[src/rtl/apb_tx_queue_slave_if.sv]
`default_nettype none
// ============================================================================
// Module   : apb_tx_queue_slave_if
// Brief    : APB bus bundle between a bus master and the TX queue slave.
// Revision : 1.0 - initial release
// ============================================================================
interface apb_tx_queue_slave_if #(
  parameter int ADDRESSWIDTH = 4,
  parameter int DATAWIDTH    = 16
) ();
  logic [ADDRESSWIDTH-1:0] PADDR;
  logic [DATAWIDTH-1:0]    PWDATA;
  logic                    PWRITE;
  logic                    PSEL;
  logic                    PENABLE;
  logic [DATAWIDTH-1:0]    PRDATA;
  logic                    PREADY;
  logic                    PSLVERR;

  modport master (
    output PADDR, PWDATA, PWRITE, PSEL, PENABLE,
    input  PRDATA, PREADY, PSLVERR
  );

  modport slave (
    input  PADDR, PWDATA, PWRITE, PSEL, PENABLE,
    output PRDATA, PREADY, PSLVERR
  );
endinterface
`default_nettype wire

[src/rtl/apb_tx_queue_slave.sv]
`default_nettype none
// ============================================================================
// Module   : apb_tx_queue_slave
// Brief    : APB slave with TX configuration registers, FWFT TX FIFO,
//            wait states, error response, flush and maskable interrupt.
// Revision : 1.0 - initial release
// ============================================================================
module apb_tx_queue_slave #(
  parameter int ADDRESSWIDTH = 4,
  parameter int DATAWIDTH    = 16,
  parameter int TXWIDTH      = 12,
  parameter int FIFO_DEPTH   = 8,
  parameter int WAIT_STATES  = 0
) (
  input  wire logic           PCLK,
  input  wire logic           PRESET,
  apb_tx_queue_slave_if.slave apb,
  output logic [7:0]          prescale_o,
  output logic [7:0]          command_o,
  output logic [7:0]          id_o,
  output logic [15:0]         data_field_o,
  output logic [TXWIDTH-1:0]  tx_data_o,
  output logic                tx_valid_o,
  input  wire logic           tx_ready_i,
  output logic                irq_o
);

  localparam int c_pw = $clog2(FIFO_DEPTH);
  localparam int c_lw = c_pw + 1;
  localparam logic [3:0] c_ws = 4'(WAIT_STATES);

  typedef enum logic [1:0] {
    S_IDLE   = 2'd0,
    S_SETUP  = 2'd1,
    S_ACCESS = 2'd2
  } state_t;

  state_t            r_state;
  state_t            w_state;
  state_t            w_next;
  logic [3:0]        r_cnt;
  logic [3:0]        w_cnt_next;
  logic              w_pready;

  logic [7:0]        r_prescale;
  logic [6:0]        r_cmd;
  logic [7:0]        r_id;
  logic [15:0]       r_data_field;
  logic [1:0]        r_irq_en;
  logic [1:0]        r_irq_flag;

  logic [TXWIDTH-1:0] r_mem [FIFO_DEPTH];
  logic [c_pw-1:0]    r_wr_ptr;
  logic [c_pw-1:0]    r_rd_ptr;
  logic [c_lw-1:0]    r_level;

  logic              w_full;
  logic              w_empty;
  logic              w_addr_bad;
  logic [2:0]        w_reg;
  logic              w_access;
  logic              w_push_full;
  logic              w_err;
  logic              w_wr;
  logic              w_push;
  logic              w_pop;
  logic              w_flush;
  logic              w_ovf_set;
  logic              w_drain_set;
  logic [TXWIDTH-1:0] w_head;
  logic [DATAWIDTH-1:0] w_rdata;

  // The master's setup cycle is seen directly on the bus, so SETUP is the
  // current phase whenever an idle slave observes PSEL without PENABLE.
  always_comb begin
    w_state    = r_state;
    w_next     = r_state;
    w_cnt_next = r_cnt;
    w_pready   = 1'b0;
    if (r_state == S_IDLE && apb.PSEL && !apb.PENABLE) begin
      w_state = S_SETUP;
    end
    case (w_state)
      S_IDLE: begin
        w_next = S_IDLE;
      end
      S_SETUP: begin
        w_next     = S_ACCESS;
        w_cnt_next = 4'd0;
      end
      S_ACCESS: begin
        w_pready = (r_cnt == c_ws);
        if (!apb.PSEL || w_pready) begin
          w_next = S_IDLE;
        end else begin
          w_cnt_next = r_cnt + 4'd1;
        end
      end
      default: begin
        w_next = S_IDLE;
      end
    endcase
  end

  always_ff @(posedge PCLK or posedge PRESET) begin
    if (PRESET) begin
      r_state <= S_IDLE;
      r_cnt   <= 4'd0;
    end else begin
      r_state <= w_next;
      r_cnt   <= w_cnt_next;
    end
  end

  assign w_full      = (r_level == c_lw'(FIFO_DEPTH));
  assign w_empty     = (r_level == '0);
  assign w_addr_bad  = (apb.PADDR > ADDRESSWIDTH'(7));
  assign w_reg       = apb.PADDR[2:0];
  assign w_access    = w_pready && apb.PSEL;
  assign w_push_full = apb.PWRITE && !w_addr_bad && (w_reg == 3'd2) && w_full;
  assign w_err       = w_addr_bad || (apb.PWRITE && (w_reg == 3'd5)) || w_push_full;
  assign w_wr        = w_access && apb.PWRITE && !w_err;
  assign w_push      = w_wr && (w_reg == 3'd2);
  assign w_flush     = w_wr && (w_reg == 3'd1) && apb.PWDATA[0];
  assign w_pop       = tx_valid_o && tx_ready_i;
  assign w_ovf_set   = w_access && w_push_full;
  assign w_drain_set = w_pop && (r_level == c_lw'(1)) && !w_push && !w_flush;
  assign w_head      = r_mem[r_rd_ptr];

  always_comb begin
    w_rdata = '0;
    if (!w_addr_bad) begin
      case (w_reg)
        3'd0: w_rdata[7:0]  = r_prescale;
        3'd1: w_rdata[7:0]  = {r_cmd, 1'b0};
        3'd2: w_rdata[TXWIDTH-1:0] = w_empty ? '0 : w_head;
        3'd3: w_rdata[7:0]  = r_id;
        3'd4: w_rdata[15:0] = r_data_field;
        3'd5: begin
          w_rdata[15]       = w_full;
          w_rdata[14]       = w_empty;
          w_rdata[13]       = r_irq_flag[1];
          w_rdata[c_lw-1:0] = r_level;
        end
        3'd6: w_rdata[1:0]  = r_irq_en;
        3'd7: w_rdata[1:0]  = r_irq_flag;
        default: w_rdata = '0;
      endcase
    end
  end

  assign apb.PREADY  = w_pready;
  assign apb.PRDATA  = (w_pready && !apb.PWRITE) ? w_rdata : '0;
  assign apb.PSLVERR = w_pready && w_err;

  always_ff @(posedge PCLK or posedge PRESET) begin
    if (PRESET) begin
      r_prescale   <= 8'd0;
      r_cmd        <= 7'd0;
      r_id         <= 8'd0;
      r_data_field <= 16'd0;
      r_irq_en     <= 2'd0;
      r_irq_flag   <= 2'd0;
    end else begin
      if (w_wr && w_reg == 3'd0) r_prescale   <= apb.PWDATA[7:0];
      if (w_wr && w_reg == 3'd1) r_cmd        <= apb.PWDATA[7:1];
      if (w_wr && w_reg == 3'd3) r_id         <= apb.PWDATA[7:0];
      if (w_wr && w_reg == 3'd4) r_data_field <= apb.PWDATA[15:0];
      if (w_wr && w_reg == 3'd6) r_irq_en     <= apb.PWDATA[1:0];
      // A flag being set in the same cycle as its clear stays set.
      if (w_wr && w_reg == 3'd7) begin
        r_irq_flag <= (r_irq_flag & ~apb.PWDATA[1:0]) | {w_ovf_set, w_drain_set};
      end else begin
        r_irq_flag <= r_irq_flag | {w_ovf_set, w_drain_set};
      end
    end
  end

  always_ff @(posedge PCLK or posedge PRESET) begin
    if (PRESET) begin
      for (int i = 0; i < FIFO_DEPTH; i++) begin
        r_mem[i] <= '0;
      end
      r_wr_ptr <= '0;
      r_rd_ptr <= '0;
      r_level  <= '0;
    end else if (w_flush) begin
      r_wr_ptr <= '0;
      r_rd_ptr <= '0;
      r_level  <= '0;
    end else begin
      if (w_push) begin
        r_mem[r_wr_ptr] <= apb.PWDATA[TXWIDTH-1:0];
        r_wr_ptr        <= r_wr_ptr + c_pw'(1);
      end
      if (w_pop) begin
        r_rd_ptr <= r_rd_ptr + c_pw'(1);
      end
      case ({w_push, w_pop})
        2'b10:   r_level <= r_level + c_lw'(1);
        2'b01:   r_level <= r_level - c_lw'(1);
        default: r_level <= r_level;
      endcase
    end
  end

  assign prescale_o   = r_prescale;
  assign command_o    = {r_cmd, 1'b0};
  assign id_o         = r_id;
  assign data_field_o = r_data_field;
  assign tx_valid_o   = !w_empty && r_cmd[6];
  assign tx_data_o    = w_empty ? '0 : w_head;
  assign irq_o        = |(r_irq_flag & r_irq_en);

endmodule
`default_nettype wire
[src/flat_wrapper.sv]
// flat-port wrapper written by rule: the top's interface ports become plain ports
module apb_tx_queue_slave_flat 
#(
  parameter int ADDRESSWIDTH = 4,
  parameter int DATAWIDTH    = 16,
  parameter int TXWIDTH      = 12,
  parameter int FIFO_DEPTH   = 8,
  parameter int WAIT_STATES  = 0
)
  (PCLK, PRESET, prescale_o, command_o, id_o, data_field_o, tx_data_o, tx_valid_o, tx_ready_i, irq_o, apb_PADDR, apb_PWDATA, apb_PWRITE, apb_PSEL, apb_PENABLE, apb_PRDATA, apb_PREADY, apb_PSLVERR);
  apb_tx_queue_slave_if #(.ADDRESSWIDTH(ADDRESSWIDTH), .DATAWIDTH(DATAWIDTH)) apb_i ();
  input  wire logic PCLK;
  input  wire logic PRESET;
  output logic [7:0] prescale_o;
  output logic [7:0] command_o;
  output logic [7:0] id_o;
  output logic [15:0] data_field_o;
  output logic [TXWIDTH-1:0] tx_data_o;
  output logic tx_valid_o;
  input  wire logic tx_ready_i;
  output logic irq_o;
  input wire logic [$bits(apb_i.PADDR)-1:0] apb_PADDR;
  input wire logic [$bits(apb_i.PWDATA)-1:0] apb_PWDATA;
  input wire logic [$bits(apb_i.PWRITE)-1:0] apb_PWRITE;
  input wire logic [$bits(apb_i.PSEL)-1:0] apb_PSEL;
  input wire logic [$bits(apb_i.PENABLE)-1:0] apb_PENABLE;
  output wire logic [$bits(apb_i.PRDATA)-1:0] apb_PRDATA;
  output wire logic [$bits(apb_i.PREADY)-1:0] apb_PREADY;
  output wire logic [$bits(apb_i.PSLVERR)-1:0] apb_PSLVERR;
  assign apb_i.PADDR = apb_PADDR;
  assign apb_i.PWDATA = apb_PWDATA;
  assign apb_i.PWRITE = apb_PWRITE;
  assign apb_i.PSEL = apb_PSEL;
  assign apb_i.PENABLE = apb_PENABLE;
  assign apb_PRDATA = apb_i.PRDATA;
  assign apb_PREADY = apb_i.PREADY;
  assign apb_PSLVERR = apb_i.PSLVERR;
  apb_tx_queue_slave #(.ADDRESSWIDTH(ADDRESSWIDTH), .DATAWIDTH(DATAWIDTH), .TXWIDTH(TXWIDTH), .FIFO_DEPTH(FIFO_DEPTH), .WAIT_STATES(WAIT_STATES)) u_core (.PCLK(PCLK), .PRESET(PRESET), .apb(apb_i), .prescale_o(prescale_o), .command_o(command_o), .id_o(id_o), .data_field_o(data_field_o), .tx_data_o(tx_data_o), .tx_valid_o(tx_valid_o), .tx_ready_i(tx_ready_i), .irq_o(irq_o));
endmodule
[config.mk]
export PLATFORM = sky130hd
export DESIGN_NAME = apb_tx_queue_slave_flat
export DESIGN_NICKNAME = d
export VERILOG_FILES = /design/src/rtl/apb_tx_queue_slave_if.sv /design/src/rtl/apb_tx_queue_slave.sv /design/src/flat_wrapper.sv
export SDC_FILE = /design/constraint.sdc
export NUM_CORES = 1
export LEC_CHECK = 0
export CAP_MARGIN = 15
export CORE_ASPECT_RATIO = 1.4
export CORE_UTILIZATION = 56
export CTS_CLUSTER_SIZE = 40
export DETAILED_ROUTE_END_ITERATION = 8
export GPL_TIMING_DRIVEN = 0
export PLACE_DENSITY = 0.8
export SETUP_SLACK_MARGIN = 0.15
export SYNTH_ARGS = -nofsm -noshare
export SYNTH_HDL_FRONTEND = slang
export SYNTH_SLANG_ARGS = --single-unit
[constraint.sdc]
create_clock -name PCLK -period 9.75 [get_ports PCLK]
set_input_delay 0.975 -clock PCLK [delete_from_list [all_inputs] [get_ports PCLK]]
set_output_delay 0.975 -clock PCLK [all_outputs]
set_load 0.005 [all_outputs]
Yosys cells after proc, flatten, opt, wreduce, memory -nomap -nowiden
Index checks and enable logic that the tools add are counted.
- input port bits: 26
- logic and storage cells: 127
- output and inout port bits: 72
- register bits: 155
- $lt $le $gt $ge: 4
- equality and inequality tests: 15
- muxes and demuxes: 28
- $add $sub $neg: 5
- bitwise logic cells: 8
- reductions and logical operators: 48
- operators by type and width (cell ; count):
    $bwmux 96 ; 1
    $mux 12 ; 4
    $bmux 12 s3 ; 1
    $demux 12 s3 ; 1
    $mux 16 ; 2
    $logic_and 1x1->1 ; 26
    $pmux 4 s2 ; 3
    $pmux 4 s5 ; 1
    $pmux 2 s8 ; 1
    $eq 3x3->1 const B ; 4
    $mux 3 ; 4
    $pmux 2 s6 ; 1
    $add 4x1->4 const B ; 2
    $ge 4x4->1 const B ; 2
    $logic_not 1->1 ; 8
    $logic_not 4->1 ; 2
    $mux 4 ; 2
    $not 3->4 ; 2
    $add 3x1->3 const B ; 2
    $eq 3x2->1 const B ; 2
    $mux 2 ; 3
    $pmux 3 s2 ; 1
    $reduce_bool 2->1 ; 3
    $and 2x2->2 ; 2
    other kinds (21) ; 28

Longest topological paths before layout
Gate-level depths: netlist (run 1).
- word-level depth: 15
- depth in mapped cells: 8
- mapped depth without buffers: 7

Least setup slack after synthesis (run 1)
OpenSTA, ideal clock, no wires.
- path type: input to output
- start: in apb_PADDR[0]
- end: out apb_PRDATA[1]
- arrival time: 2.342 ns
- cell stages on the path: 7
- setup slack: 6.433 ns
- data required time: 8.775 ns
- path buffers: 3
- cells stage by stage: clkbuf_1 > clkbuf_1 > clkbuf_1 > nand2_1 > o22ai_1 > a211oi_1 > nor2_1
- longest elaborated chain between the ends: 4
- elaborated cells between the ends (all ways): 12
- ends and longest elaborated chain (item ; line ; RTL):
    start, declared ; flat_wrapper.sv:22 ; input wire logic [$bits(apb_i.PADDR)-1:0] apb_PADDR;
    $eq 3x3->1, or another cell as far along ; apb_tx_queue_slave.sv:133 ; case (w_reg)
    $pmux 2 s8 ; apb_tx_queue_slave.sv:133 ;
    $mux 16 (*) ; apb_tx_queue_slave.sv:132 ; if (!w_addr_bad) begin
    $mux 16 (*) ; apb_tx_queue_slave.sv:153 ; assign apb.PRDATA = (w_pready && !apb.PWRITE) ? w_rdata : '0;
    end, declared ; flat_wrapper.sv:27 ; output wire logic [$bits(apb_i.PRDATA)-1:0] apb_PRDATA;
Every way passes the cells marked *; elsewhere a longest branch is shown, timed or not.

Final worst setup path (run 1)
Ends and elaborated chain as after synthesis.

==> reports/metrics.yaml, run 1 <==
clock.fmax_mhz: 198
outcome: "completed"
io_pins: 98
maxCapViolations: 0
tightest_slew_ps: 976
wl_met2_mm: 10.5
die_h_um: 140
synth_area_per_cell_sq_um: 12.8
antenna_found_initial: 0
clk_pin_slew_ps: 70
hp-class: "reg2reg"
powerDensity_mw_per_mm2: 188
drive_gt1_share_pct: 29.5
fin_nets: 747
dp_hpwl_mm: 13.8
drt-met1-wl_mm: 7.62
cts_buffers: 17
regArea_sq_mm: 0.00385
grt_pass1_vias: 5793
p_leak_nw: 4.25
finalSetupViolCount: 0
netlist.area_leader.share_pct: 50.5
syn_inst: 598
final.setup.tns_ps: 0
final.fill_count: 952
worstPathArrival_ps: 4080
synth_seq_area_share_pct: 50.5
grt_pass1_wl_mm: 31.1
clockBufferDepth: 2
drtIter0Drc: 339
diodes: 0
grt_setup_unrepaired: "false"
fp.dieW_um: 101
drc_errors: 0
gp_congestion: 0.964
crit_required_ps: 8780
layout_min_cycle_time_ps: 5060
yosysTopAreaCell: "dfrtp_1"
cts_sinks: 154
clk-insertion-delay-late_ps: 430
crit_type: "in2out"
crit_path_end_kind: "output pin"
hold_buffers: 0
dieArea_sq_mm: 0.0141
synth_edf_count: 0
drtAntennaViolNets: 0
cts-htree-levels: 4
start_util_pct: 57.3
multi_input_area_sq_mm: 0.00355
cts_setup_buffers: 0
synth_area_leaders: "dfrtp_1 51%, mux2_2 21%, mux4_2 5.9%"
synth-async-reset-ratio_pct: 100
highest_layer: "met4"
synth_seq_cells: 154
finClkSkew_ps: 8.74
wire_per_inst_um: 21.8
slew_viol_final: 0
coreArea_sq_mm: 0.0133
area_delta_synth_final_pct: 23.5
grt_usage_pct: 29.5
place_inst: 876
route.met3.wl_um: 965
vdd_ir_drop_max_v: 0.000121
rows: 50
synthDistinctLibCells: 52
synthesis.area_sq_mm: 0.00763
routed_wl_mm: 19.8
period_share_pct: 51.9
grt_overflow: 0
grt_max_degree: 108
cts-root-buf: "clkbuf_16"
relSlewSlack_pct: 34.4
viasPerCell: 6.06
synth_nets: 632
ys.flop_type: "dfrtp_1"
hold_violations: 0
first_pass_iters: 8
cp_max_fo: 10
numPortBuffers: 95
dr_total_vias: 5503
start_kind: "input pin"
instances_no_fill: 908
tritoncts: "built"
ys_warn_count: 0
cts.repair.resized: 0
## layout make-up
type                       count  area share (%)
clock buffer                  17            4.51
clock inverter                15            1.66
buffer                        44            2.02
timing repair buffer          96            10.4
inverter                      11           0.491
tap                          182            2.42
sequential                   154            40.9
multi-input combinational    389            37.6
## registers in the layout, summed over array words and instances, names as in the netlist
register and cells:
u_core.r_irq_en 2, u_core.r_state 1, u_core.r_mem 96, u_core.r_rd_ptr 3, u_core.r_irq_flag 2, u_core.data_field_o 16, u_core.r_cmd 7, u_core.r_level 4
u_core.prescale_o 8, u_core.r_cnt 4, u_core.r_wr_ptr 3, u_core.id_o 8
## per-layer routing
layer	GRT usage [%]	up-vias
met1	34.9	2828
met4	13.0	0
met2	51.7	223
met5	0	-
met3	5.44	52
li1	-	2400
## Yosys cell counts, types with 4 or more instances
master and number:
nor3_1 5, and2_1 7, nor2b_1 5, mux4_2 20
o21ai_0 16, nor2_1 37, ha_1 8, a21oi_1 10
clkbuf_1 27, dfrtp_1 154, nand2_1 31, buf_4 5
nand4_1 4, a22oi_1 5, xnor2_1 5, o2bb2ai_1 5
buf_1 7, mux2i_1 23, buf_2 5, mux2_2 141
a22o_1 7, nand3_1 12, inv_1 11, a211oi_1 5
## cells by family after synthesis
| group | after synthesis | share of synthesized area (%) |
|---|---|---|
| muxes | 184 | 29.7 |
| other | 1 | 0.0491 |
| buffers and inverters | 55 | 3.03 |
| adders and majority gates | 10 | 1.57 |
| DFF | 154 | 50.5 |
| and+or+nand+nor | 126 | 8.87 |
| xor gates and xnor gates | 7 | 0.803 |
| AOI/OAI and AO/OA | 61 | 5.44 |
## critical path, stage by stage
cell,delay (ps)
clkdlybuf4s50_1,490
clkbuf_1,370
clkbuf_1,530
clkbuf_1,530
nand2_1,260
o22ai_1,220
a211oi_1,80
nor2_1,120
clkdlybuf4s50_1,510
## path summary, 6_finish.rpt
path | startpoint | to | slack [ps] | cells after the start
max | apb_PADDR[0] | apb_PRDATA[1] | 4690 | 9
min in group asynchronous | PRESET | u_core.r_mem[58] | 960 | 2
max reg2reg | u_core.r_cnt[0] | u_core.r_mem[79] | 6800 | 8
min | u_core.r_mem[18] | u_core.r_mem[18] | 500 | 1
max in group asynchronous | PRESET | u_core.r_mem[27] | 7910 | 3
min reg2reg | u_core.r_mem[18] | u_core.r_mem[18] | 500 | 1
## layout by cell type (no fill, tap or decap), types with 3 or more instances in the layout
cell type / netlist / routed
nor2b_1: 5 / 5
nor2_1: 37 / 37
inv_1: 11 / 10
mux2_2: 141 / 141
nand4_1: 4 / 4
nand2_1: 31 / 31
nand4b_1: 3 / 3
buf_1: 7 / 7
buf_2: 5 / 5
nand3_1: 12 / 12
nand2b_1: 3 / 3
clkinvlp_4: 0 / 4
dfrtp_1: 154 / 154
mux4_2: 20 / 20
xnor2_1: 5 / 5
ha_1: 8 / 8
a22o_1: 7 / 7
o2bb2ai_1: 5 / 5
o21a_1: 3 / 3
buf_4: 5 / 5
and2_1: 7 / 7
clkbuf_1: 27 / 27
nor3_1: 5 / 5
o21ai_0: 16 / 16
mux2i_1: 23 / 23
a21oi_1: 10 / 10
a211oi_1: 5 / 5
clkbuf_16: 0 / 17
inv_8: 0 / 6
clkdlybuf4s50_1: 0 / 95
a22oi_1: 5 / 5
## per-stage QoR
step           utilization [%]  setup WS, ps  cell area (sq um)  total power, mW  hold slack (ps)
3_3_place_gp              66.1          2870               8810             1.11              460
6_report                  70.7          4690               9420             1.77              502
3_5_place_dp              66.4          4770               8840             1.13              469
4_1_cts                   70.7          4760               9420             1.77              501
2_1_floorplan                -          4630               7630            0.961              445
5_1_grt                   70.7          4540               9420             1.84              517
## report_power, final
group	switching [mW]	total (mW)	leakage (nW)	internal [mW]
Sequential	0.0454	0.733	2.12	0.687
Clock	0.303	0.644	0.273	0.341
Combinational	0.198	0.391	1.85	0.193
Power figures use the tool's default switching activity.
==> run 2, diff against run 1 <==
Clock period 9.75 ns to 4.9 ns, I/O delays scaled along.
==> results of run 2 <==
The final DEF is identical to that of run 1. Status: completed.
Among the figures that moved: setup slack after placement 4770 ps -> 892 ps; setup slack after layout 4690 ps -> 783 ps; hold slack 502 ps -> 476 ps; start point of the critical path apb_PADDR[0] -> u_core.r_rd_ptr[1]; end point of the critical path apb_PRDATA[1] -> apb_PRDATA[2]; register-to-register setup slack 6800 ps -> 1950 ps; total power 1.77 mW -> 3.52 mW; worst IR drop on VDD 0.000121 V -> 0.000240 V
==> run 3, diff against run 2 <==
Clock period 4.9 ns to 3.8 ns, I/O delays scaled along.
==> run 3 against run 2 <==
Clock skew up 2.1 ps. Cell area up 0.72%. Clock power up 35%. Worst hold slack better by 22 ps. Setup slack worse by 460 ps. Cell count up 0.22%. Non-clock buffer count up 2. Combinational power up 30%. First-iteration DRC count down 20%. Sequential cell count unchanged. Wire length up 0.46%. Critical path type unchanged. Largest power group unchanged.
==> reports/metrics.yaml, run 3 (synthesis results as in run 1) <==
outcome: "completed"
place_area_sq_mm: 0.00887
clockBufferDepth: 2
cts_sinks: 154
worst_path_most_repeated_cell: "buf_2"
viasPerCell: 5.99
fin_area_sq_mm: 0.00949
wire_per_inst_um: 21.8
final_core_util_pct: 71.2
met3_usage_pct: 5.44
finClkSkew_ps: 10.8
rr_startpoint: "u_core.r_cnt[0]"
drtIter0Drc: 270
p_seq_share_pct: 40.7
use_met1_pct: 36.1
dieArea_sq_mm: 0.0141
clock.fmax_mhz: 287
diodes: 0
dr_total_vias: 5454
critPathSlowestCell: "mux4_2"
area_delta_synth_final_pct: 24.4
cts_setup_buffers: 0
power_mw: 4.62
grt_setup_unrepaired: "false"
switching_share_pct: 30.7
use_met2_pct: 52.5
drive_gt1_share_pct: 30.6
grt_pass1_vias: 5848
layout_min_cycle_time_ps: 3480
cts-root-buf: "clkbuf_16"
start_kind: "flop"
tritoncts: "built"
hold_violations: 0
first_pass_iters: 5
relSlewSlack_pct: 36.1
grt_usage_pct: 30.1
path_cells: "buf_2, buf_2, mux4_2, mux2i_1, o21a_1, nor2_1, clkdlybuf4s50_1"
grt_pass1_wl_mm: 31.6
drc_errors: 0
cts_buffers: 17
grt.busiest_layer: "met2"
io_pins: 98
hp-class: "in2async"
fin_nets: 749
start_util_pct: 57.3
crit_required_ps: 3420
largest_reg_flops: 96
worstPathArrival_ps: 3100
p_int_mw: 3.21
power_frac_comb_pct: 22.0
clk-insertion-delay-late_ps: 440
finalSetupViolCount: 0
grt_overflow: 0
period_share_pct: 91.6
die_h_um: 140
coreArea_sq_mm: 0.0133
final.fill_count: 914
layout_commonest_cell: "dfrtp_1"
powerDensity_mw_per_mm2: 487
largest_register: "u_core.r_mem"
drtAntennaViolNets: 0
numPortBuffers: 95
fp.dieW_um: 101
cts-htree-levels: 4
startpoint: "u_core.r_rd_ptr[0]"
slew_viol_final: 0
dp_hpwl_mm: 14.0
routed_wl_mm: 19.9
tightest_slew_ps: 956
final_cell_mix: "154 x dfrtp_1, 141 x mux2_2, 95 x clkdlybuf4s50_1, 37 x nor2_1, 31 x nand2_1"
cp_max_fo: 10
pwr-share-clk_pct: 37.4
grt_max_degree: 45
rows: 50
setup_ws_ps: 319
maxCapViolations: 0
crit_type: "reg2out"
gp_congestion: 0.924
antenna_found_initial: 0
p_sw_mw: 1.42
dp_worst_setup_slack_ps: 68.5
max_stage_delay_ps: 570
clk_pin_slew_ps: 70
final.setup.tns_ps: 0
vdd_ir_drop_max_v: 0.000292
p_leak_nw: 4.30
crit_path_end_kind: "output pin"
## run 3: cell types whose count changed in the layout (fill, tap and decap cells not counted), moves of 3 or more
cell      previous run  this run
clkbuf_1            27        23
inv_8                6         3
clkbuf_2             0         4
inv_6                2         7
buf_12               0         3
## run 3: layer usage
layer / vias to the layer above / routed length [um]
met1: 2803 / 7630
met4: 2 / 625
met3: 52 / 1040
li1: 2393 / -
met5: - / 36
met2: 204 / 10500
## run 3: worst max-delay path: cells and delay by family (launching register included)
| family | cells | cell delay [ps] |
|---|---|---|
| buffers and inverters | 3 | 1170 |
| muxes | 2 | 880 |
| DFF | 1 | 370 |
| AOI/OAI and AO/OA | 1 | 190 |
| and+or+nand+nor | 1 | 60 |
## run 3: per-stage QoR
step	cells	hold WS (ps)
6_report	910	498
5_1_grt	910	517
4_1_cts	910	492
3_5_place_dp	878	477
3_3_place_gp	875	459
2_1_floorplan	598	445
## run 3: cell type report
| cell class | count | area [sq um] | share of cell area, % |
|---|---|---|---|
| clock inverter | 15 | 174 | 1.83 |
| buffer | 44 | 198 | 2.08 |
| clock buffer | 17 | 425 | 4.48 |
| inverter | 11 | 45.0 | 0.475 |
| multi-input combinational | 389 | 3560 | 37.5 |
| sequential | 154 | 3850 | 40.6 |
| timing repair buffer | 98 | 1010 | 10.7 |
| tap | 182 | 228 | 2.40 |
## run 3: repair_timing
action,in CTS,in global routing
endpoints found under the setup margin,17,7
hold buffers,0,0
resized for setup,4,7
## run 3: path summary, 6_finish.rpt
check | to | slack [ps] | cells after the start
max | apb_PRDATA[5] | 320 | 7
min | u_core.r_mem[79] | 500 | 2
max reg2reg | u_core.r_mem[73] | 800 | 8
min reg2reg | u_core.r_mem[0] | 500 | 2
max in group asynchronous | u_core.r_mem[69] | 2360 | 4
min in group PCLK | u_core.r_mem[0] | 500 | 2
## run 3: power by group through the flow
stage                     logic, mW  registers (mW)  clock network [mW]
after floorplan               0.588            1.88                   0
after global placement        0.967            1.90                   0
after detailed placement       1.00            1.91                   0
after CTS                      1.02            1.88                1.73
after global routing           1.09            1.90                1.81
final                          1.01            1.88                1.73
